<file path="src/rtl/imem_arbiter_if.sv">
// Request/response bundle between the fetch and load requesters, the shared ROM port and
// the arbiter. The arbiter uses the slave modport; the requester/ROM side uses master.
interface imem_arbiter_if;
    logic        f_req_valid;
    logic        f_req_ready;
    logic [13:0] f_req_addr;
    logic        f_flush;
    logic        f_resp_valid;
    logic [31:0] f_resp_data;
    logic        f_resp_err;

    logic        l_req_valid;
    logic        l_req_ready;
    logic [13:0] l_req_addr;
    logic        l_resp_valid;
    logic [31:0] l_resp_data;
    logic        l_resp_err;

    logic [13:0] imem_addr;
    logic [31:0] imem_data;

    modport slave (
        input  f_req_valid, f_req_addr, f_flush, l_req_valid, l_req_addr, imem_data,
        output f_req_ready, f_resp_valid, f_resp_data, f_resp_err,
               l_req_ready, l_resp_valid, l_resp_data, l_resp_err, imem_addr
    );

    modport master (
        output f_req_valid, f_req_addr, f_flush, l_req_valid, l_req_addr, imem_data,
        input  f_req_ready, f_resp_valid, f_resp_data, f_resp_err,
               l_req_ready, l_resp_valid, l_resp_data, l_resp_err, imem_addr
    );
endinterface

</file>
<file path="src/rtl/imem_arbiter.sv">
// Arbitrates the single combinational ROM read port between fetch (F) and load (L).
// Load wins ties, but a streak counter forces an F grant after MAX_STREAK L grants.
module imem_arbiter #(
    parameter int unsigned ROM        = 15872,
    parameter int unsigned MAX_STREAK = 4
) (
    input logic           clk,
    input logic           reset,
    imem_arbiter_if.slave bus
);
    typedef enum logic [1:0] {OwnNone, OwnF, OwnL} owner_e;

    localparam logic [3:0] StreakMax = 4'(MAX_STREAK);

    owner_e      owner_q, owner_d;
    logic [3:0]  streak_q, streak_d;
    logic [13:0] last_addr_q, sel_addr, drv_addr;
    logic [31:0] f_data_q, l_data_q;
    logic        f_err_q, l_err_q;
    logic        f_elig, l_elig, grant_f, grant_l, in_range;

    // A flushing fetch is not eligible; ready outputs stay low throughout reset.
    always_comb begin
        f_elig   = bus.f_req_valid && !bus.f_flush && !reset;
        l_elig   = bus.l_req_valid && !reset;
        grant_l  = l_elig && !(f_elig && (streak_q == StreakMax));
        grant_f  = f_elig && !grant_l;
        sel_addr = grant_l ? bus.l_req_addr : bus.f_req_addr;
        in_range = 32'(sel_addr) < ROM;
        drv_addr = (grant_f || grant_l) ? (in_range ? sel_addr : '0) : last_addr_q;
    end

    always_comb begin
        streak_d = streak_q;
        if (grant_f || !bus.f_req_valid) begin
            streak_d = '0;
        end else if (grant_l && (streak_q < StreakMax)) begin
            streak_d = streak_q + 4'd1;
        end
    end

    // Owner state register
    always_ff @(posedge clk) begin
        if (reset) begin
            owner_q <= OwnNone;
        end else begin
            owner_q <= owner_d;
        end
    end

    always_comb begin
        owner_d = OwnNone;
        if (grant_l) begin
            owner_d = OwnL;
        end else if (grant_f) begin
            owner_d = OwnF;
        end
    end

    always_comb begin
        bus.f_req_ready  = grant_f;
        bus.l_req_ready  = grant_l;
        bus.imem_addr    = drv_addr;
        bus.f_resp_valid = (owner_q == OwnF) && !bus.f_flush && !reset;
        bus.l_resp_valid = (owner_q == OwnL) && !reset;
        bus.f_resp_data  = f_data_q;
        bus.f_resp_err   = f_err_q;
        bus.l_resp_data  = l_data_q;
        bus.l_resp_err   = l_err_q;
    end

    always_ff @(posedge clk) begin
        if (reset) begin
            streak_q    <= '0;
            last_addr_q <= '0;
            f_data_q    <= '0;
            f_err_q     <= 1'b0;
            l_data_q    <= '0;
            l_err_q     <= 1'b0;
        end else begin
            streak_q    <= streak_d;
            last_addr_q <= drv_addr;
            if (grant_f) begin
                f_data_q <= in_range ? bus.imem_data : '0;
                f_err_q  <= !in_range;
            end
            if (grant_l) begin
                l_data_q <= in_range ? bus.imem_data : '0;
                l_err_q  <= !in_range;
            end
        end
    end
endmodule
</file>
<file path="src/flat_wrapper.sv">
// flat-port wrapper written by rule: the top's interface ports become plain ports
module imem_arbiter_flat 
#(
    parameter int unsigned ROM        = 15872,
    parameter int unsigned MAX_STREAK = 4
)
  (clk, reset, bus_f_req_valid, bus_f_req_addr, bus_f_flush, bus_l_req_valid, bus_l_req_addr, bus_imem_data, bus_f_req_ready, bus_f_resp_valid, bus_f_resp_data, bus_f_resp_err, bus_l_req_ready, bus_l_resp_valid, bus_l_resp_data, bus_l_resp_err, bus_imem_addr);
  imem_arbiter_if bus_i ();
  input logic clk;
  input logic reset;
  input wire logic [$bits(bus_i.f_req_valid)-1:0] bus_f_req_valid;
  input wire logic [$bits(bus_i.f_req_addr)-1:0] bus_f_req_addr;
  input wire logic [$bits(bus_i.f_flush)-1:0] bus_f_flush;
  input wire logic [$bits(bus_i.l_req_valid)-1:0] bus_l_req_valid;
  input wire logic [$bits(bus_i.l_req_addr)-1:0] bus_l_req_addr;
  input wire logic [$bits(bus_i.imem_data)-1:0] bus_imem_data;
  output wire logic [$bits(bus_i.f_req_ready)-1:0] bus_f_req_ready;
  output wire logic [$bits(bus_i.f_resp_valid)-1:0] bus_f_resp_valid;
  output wire logic [$bits(bus_i.f_resp_data)-1:0] bus_f_resp_data;
  output wire logic [$bits(bus_i.f_resp_err)-1:0] bus_f_resp_err;
  output wire logic [$bits(bus_i.l_req_ready)-1:0] bus_l_req_ready;
  output wire logic [$bits(bus_i.l_resp_valid)-1:0] bus_l_resp_valid;
  output wire logic [$bits(bus_i.l_resp_data)-1:0] bus_l_resp_data;
  output wire logic [$bits(bus_i.l_resp_err)-1:0] bus_l_resp_err;
  output wire logic [$bits(bus_i.imem_addr)-1:0] bus_imem_addr;
  assign bus_i.f_req_valid = bus_f_req_valid;
  assign bus_i.f_req_addr = bus_f_req_addr;
  assign bus_i.f_flush = bus_f_flush;
  assign bus_i.l_req_valid = bus_l_req_valid;
  assign bus_i.l_req_addr = bus_l_req_addr;
  assign bus_i.imem_data = bus_imem_data;
  assign bus_f_req_ready = bus_i.f_req_ready;
  assign bus_f_resp_valid = bus_i.f_resp_valid;
  assign bus_f_resp_data = bus_i.f_resp_data;
  assign bus_f_resp_err = bus_i.f_resp_err;
  assign bus_l_req_ready = bus_i.l_req_ready;
  assign bus_l_resp_valid = bus_i.l_resp_valid;
  assign bus_l_resp_data = bus_i.l_resp_data;
  assign bus_l_resp_err = bus_i.l_resp_err;
  assign bus_imem_addr = bus_i.imem_addr;
  imem_arbiter #(.ROM(ROM), .MAX_STREAK(MAX_STREAK)) u_core (.clk(clk), .reset(reset), .bus(bus_i));
endmodule
</file>
<file path="config.mk">
export PLATFORM = sky130hd
export DESIGN_NAME = imem_arbiter_flat
export DESIGN_NICKNAME = d
export VERILOG_FILES = /design/src/rtl/imem_arbiter_if.sv /design/src/rtl/imem_arbiter.sv /design/src/flat_wrapper.sv
export SDC_FILE = /design/constraint.sdc
export NUM_CORES = 1
export LEC_CHECK = 0
export CORE_UTILIZATION = 41
export DETAILED_ROUTE_END_ITERATION = 16
export PLACE_DENSITY = 0.82
export SLEW_MARGIN = 30
export SYNTH_ARGS = -nofsm -noshare
export SYNTH_HDL_FRONTEND = slang
export SYNTH_SLANG_ARGS = --single-unit
export TNS_END_PERCENT = 30
</file>
<file path="constraint.sdc">
create_clock -name clk -period 2.9 [get_ports clk]
set_input_delay 0.87 -clock clk [delete_from_list [all_inputs] [get_ports clk]]
set_output_delay 0.87 -clock clk [all_outputs]
set_load 0.05 [all_outputs]
</file>
Word level (Yosys, flattened, before mapping):

Cells that the tools add are included.

* bits of input ports: 65
* logic and storage cells: 40
* output and inout bits: 84
* register bits: 86

* mux-type cells: 6
* eq/ne operators: 3
* add/sub/neg operators: 1
* order comparisons: 2
* reductions and logical operators: 20

Operators by type and width (count)
* 14-bit 2-to-1 mux: 3
* 32-bit 2-to-1 mux: 1
* 14-bit < comparator (second input constant): 1
* 1-bit logical AND: 10
* 1-bit logical NOT: 6
* 4-bit by 1-bit adder with 4-bit output (second input constant): 1
* 4-bit by 3-bit equality test with 1-bit output (second input constant): 1
* 4-bit by 3-bit < comparator with 1-bit output (second input constant): 1
* 2-bit OR reduction: 2
* 2-bit by 1-bit equality test with 1-bit output (second input constant): 1
* 2-bit equality test (second input constant): 1
* 1-bit logical OR: 2
* 2-bit 2-to-1 mux: 1
* 1-bit 2-to-1 mux: 1

Logic depth before layout (Yosys ltp):

* word-level depth: 10
* mapped depth: 8
* gate-level depth less buffers: 6

Worst setup path before layout:

No wires, ideal clock.

* path type: in2out
* start point: in reset
* end point: out bus_f_resp_valid
* path buffers: 2
* arrival time: 2877 ps
* required time: 2030 ps
* stages on the path: 3
* slack: -847 ps
* path through: buf_2 > buf_1 > nor4b_1

* cells in the longest elaborated chain, start to end: 2

Ends and longest elaborated chain
* start: declaration: line flat_wrapper.sv:10 `input logic reset;`
* 1-bit logical NOT: line imem_arbiter.sv:64 `bus.f_resp_valid = (owner_q == OwnF) && !bus.f_flush && !reset;`
* 1-bit logical AND: line imem_arbiter.sv:64
* end: declaration: line flat_wrapper.sv:18 `output wire logic [$bits(bus_i.f_resp_valid)-1:0] bus_f_resp_valid;`

Every way passes these cells.

Worst setup path in the final report:

* start point: in bus_l_req_valid
* end point: out bus_imem_addr[11]

* cells in the longest elaborated chain, start to end: 6
* elaborated cells between the ends (all ways): 9
* classes of those cells: order compare: 1; mux: 3; reduce/logical: 5

Ends and longest elaborated chain
* start: declaration: line flat_wrapper.sv:14 `input wire logic [$bits(bus_i.l_req_valid)-1:0] bus_l_req_valid;`
* 1-bit logical AND (*): line imem_arbiter.sv:25 `l_elig = bus.l_req_valid && !reset;`
* 1-bit logical AND (*): line imem_arbiter.sv:26 `grant_l = l_elig && !(f_elig && (streak_q == StreakMax));`
* 14-bit 2-to-1 mux / 1-bit logical NOT (equally long branches): line imem_arbiter.sv:28, imem_arbiter.sv:27
* 14-bit < comparator / 1-bit logical AND (equally long branches): line imem_arbiter.sv:29, imem_arbiter.sv:27
* 14-bit 2-to-1 mux / 1-bit logical OR (equally long branches): line imem_arbiter.sv:30 `drv_addr = (grant_f || grant_l) ? (in_range ? sel_addr : '0) : last_addr_q;`
* 14-bit 2-to-1 mux (*): line imem_arbiter.sv:30
* end: declaration: line flat_wrapper.sv:25 `output wire logic [$bits(bus_i.imem_addr)-1:0] bus_imem_addr;`

Mark *: on every way between the ends. The rest lies on a longest branch, timed or not.

==> reports/results.txt <==
Layout cells sized above 1 -> 36.88%
Hold path startpoint -> u_core.bus.f_resp_data[8]
Clock insertion delay at the later pin of the skew report -> 340 ps
Count of state elements after synthesis -> 86
Cell repeated most along the worst path -> buf_12
Final worst path period share -> 103.4%
Final routed DRC violation total -> 0
Setup violation total in the final timing report -> 14
Proportion of power drawn by the clock network -> 28.3%
Post-synthesis instance total -> 302
First-pass GRT wire length -> 18.89 mm
Number of clock buffers inserted by TritonCTS -> 9
Count of input and output buffers -> 148
GPL Wtd Cong -> 0.9316
Mean Syn Cell Area -> 10.97 sq um
Remaining max-slew budget at the tightest pin -> 62.81%
Startpoint types -> input pin
Stage delay of the slowest cell on the critical path -> 300 ps
Number of nets produced by synthesis -> 369
Die X-Extent -> 91.91 um
Clock tree root driver cell -> clkbuf_8
Number of nets in the layout -> 588
Height of the die -> 91.91 um
Global route total overflow -> 0
Number of placed cells counting well taps -> 583
Clock tree from TritonCTS -> done
Run status -> complete, but fails checks
Required time of the critical path -> 2030 ps
IR Drop Worst-Case VDD -> 0.3710 mV
Post-Synthesis Cell Area -> 3314 sq um
Pin count of the biggest net entering global routing -> 33
Hold-fix buffer count after cts -> 0
Class of the tightest hold or removal check -> register to register
Wire length per cell -> 21.85 um
Count of placed standard cells in the final layout, fillers left out -> 628
HPWL Detailed -> 7.616 mm
Antenna violations before repair -> 0
Post-route clock skew -> 12.40 ps
CORE AREA -> 7767 sq um
H-tree Lvls -> 3
Vias in the first global route -> 3563
DRC marker count from the first detailed-route iteration -> 206
Combinational fraction of design power -> 29.5%
Type of destination of the critical path -> output port
Starting density of the core -> 42.67%
Critical path class -> input pin to output port
Clock transition at the registers of the reported paths -> 90 ps
Maximum count of clock buffers along a single path -> 2
Synth cell types -> 43
Minimum setup slack in the final design -> -97.93 ps
Final worst hold slack -> 478.8 ps
Total Die Area -> 8447 sq um
Util after Layout -> 81.31%
Count of final hold-check violations -> 0
Site row count -> 32
Area added between synthesis and finish -> 90.56%
Number of top-level design ports -> 149
Largest fanout of any net on the critical path -> 4
1st-pass router iterations -> 5
Lkg Pwr -> 0.002565 uW
GRT Util Overall -> 28.81%
Net Sw Frac -> 31.32%
RR Startpoint -> u_core.streak_q[1]
Total power per unit cell area -> 476.6 nW/um^2
Antenna Violating Nets Remaining -> 0
Worst setup slack after placement -> -600.0 ps
CP max stage cell -> a32oi_1
Max-slew violation count -> 0
Peak Freq -> 333.6 MHz
Internal power -> 2067 uW
Diode insertion count for antenna repair -> 0
Avg Vias per Cell -> 5.787
Total Negative Setup Slacks -> -941.1 ps
Net load switching power -> 943.0 uW
Synthesis warning total -> 0
Crit path buf inv count -> 4
Unrepaired setup endpoints after global routing -> true
Total detailed-routing wirelength -> 13.72 mm
Part of the power in registers -> 42.2%
Post-route minimum period -> 2998 ps
Crit. Startpoint -> bus_l_req_valid
Cell type group with the largest total delay on the critical path -> compound AO/OA/AOI/OAI gates
Data arrival time of the critical path -> 2130 ps
Number of maximum-capacitance violations -> 0
Detailed-route via count -> 3634
Proportion of synthesized chip area in sequential cells -> 51.94%
Number of clock sinks -> 86
Violations in the final reports -> setup timing
List of cells traversed by the critical path -> buf_12, buf_12, buf_4, o21ai_0, a32oi_1, o311ai_2, nor2_4, buf_12
Transition time at the pin with the least slew margin -> 556.1 ps
-- worst paths after layout --
check             slack, ps  cells past startpoint                   endpoint
setup / recovery       -100                      8          bus_imem_addr[11]
hold / removal          480                      1  u_core.bus.f_resp_data[8]
setup reg to reg        820                      9      u_core.last_addr_q[4]
hold reg to reg         480                      1  u_core.bus.f_resp_data[8]
-- synthesized netlist by cell type, drive strengths merged --
| master | count | area share [%] |
|---|---|---|
| buf | 16 | 3.7 |
| and3 | 9 | 1.7 |
| nor2 | 20 | 2.3 |
| and4 | 2 | 0.53 |
| ha | 2 | 0.75 |
| a21oi | 7 | 1.4 |
| mux2i | 2 | 0.60 |
| nor4b | 1 | 0.26 |
| and2 | 10 | 1.9 |
| a22o | 64 | 17 |
| a211o | 9 | 2.4 |
| a32oi | 4 | 1.1 |
| o2111ai | 3 | 0.79 |
| and3b | 1 | 0.26 |
| nand2b | 7 | 1.4 |
| nor3 | 1 | 0.15 |
| inv | 9 | 1.0 |
| a31oi | 1 | 0.19 |
| a311oi | 1 | 0.26 |
| nand3b | 2 | 0.45 |
| a211oi | 2 | 0.60 |
| xnor2 | 1 | 0.26 |
| o211ai | 5 | 1.1 |
| o21ai | 5 | 0.75 |
| a21boi | 1 | 0.57 |
| or3b | 1 | 0.26 |
| a32o | 1 | 0.30 |
| nor2b | 1 | 0.26 |
| nor3b | 1 | 0.23 |
| o311ai | 5 | 1.3 |
| a221o | 9 | 2.8 |
| clkbuf | 10 | 1.1 |
| dfxtp | 86 | 52 |
| nand3 | 1 | 0.15 |
| nand2 | 2 | 0.23 |
-- what timing repair did --
action | 4_1_cts | 5_1_grt
pin swaps | 23 | 19
gates resized for setup | 85 | 44
gates cloned | 6 | 0
buffers inserted | 16 | 11
setup endpoints to repair | 17 | 14
-- logic make-up after synthesis --
kind of cell / Yosys count / share of synthesized area [%]
compound gates: 117 / 30.50
xor+xnor: 1 / 0.2643
fa+ha+maj: 2 / 0.7549
buf+inv: 35 / 5.889
flops: 86 / 51.94
mux: 2 / 0.6040
simple gates: 59 / 10.04
-- state kept, by name, summed over array words and instances, names as in the netlist --
signal	count
u_core.bus.f_resp_data	32
u_core.bus.f_resp_err	1
u_core.bus.l_resp_data	32
u_core.bus.l_resp_err	1
u_core.last_addr_q	14
u_core.owner_q	2
u_core.streak_q	4
-- final cells by class --
cell class | count | area [sq um]
Clock buffer | 9 | 123.9
Clock inverter | 7 | 80.08
Fill cell | 451 | 1451
Inverter | 9 | 33.78
Multi-Input combinational cell | 183 | 1758
Sequential cell | 86 | 1724
Tap cell | 102 | 127.6
Timing Repair Buffer | 232 | 2469
-- cells in the final DEF (no fill, tap or decap), types with 4 or more instances in the layout --
cell type and count:
clkdlybuf4s50_1 116, dfxtp_1 84, buf_4 65, a22o_1 64, buf_12 28, nor2_1 15, and3_4 9, a211o_4 9
clkbuf_8 9, clkbuf_2 9, buf_6 9, a221o_1 7, inv_1 6, and2_4 6, nand2b_1 5, o211ai_1 5
o21ai_0 4, nor2_4 4, and2_1 4, a21oi_1 4
-- through the flow --
step	total power (uW)	cell area (sq um)
final	3010	6316
after global routing	3096	6316
after CTS	2959	6113
after detailed placement	2065	5503
after global placement	2049	5503
after floorplan	1684	3377
-- metal layers --
| metal | routed length, um | vias to the layer above | GRT usage, % |
|---|---|---|---|
| met4 | 541 | 0 | 12.24 |
| met3 | 882 | 43 | 6.219 |
| li1 | - | 1605 | - |
| met2 | 7092 | 202 | 50.56 |
| met1 | 5205 | 1784 | 33.75 |
| met5 | 0 | - | 0 |
-- power by group through the flow --
stage               clock [uW]  combinational, uW  sequential (uW)
floorplan                    0                249             1440
global placement             0                758             1290
global route               906                913             1280
finish                     852                887             1270
detailed placement           0                772             1290
CTS                        859                832             1270
(Power assumes the default switching activity.)
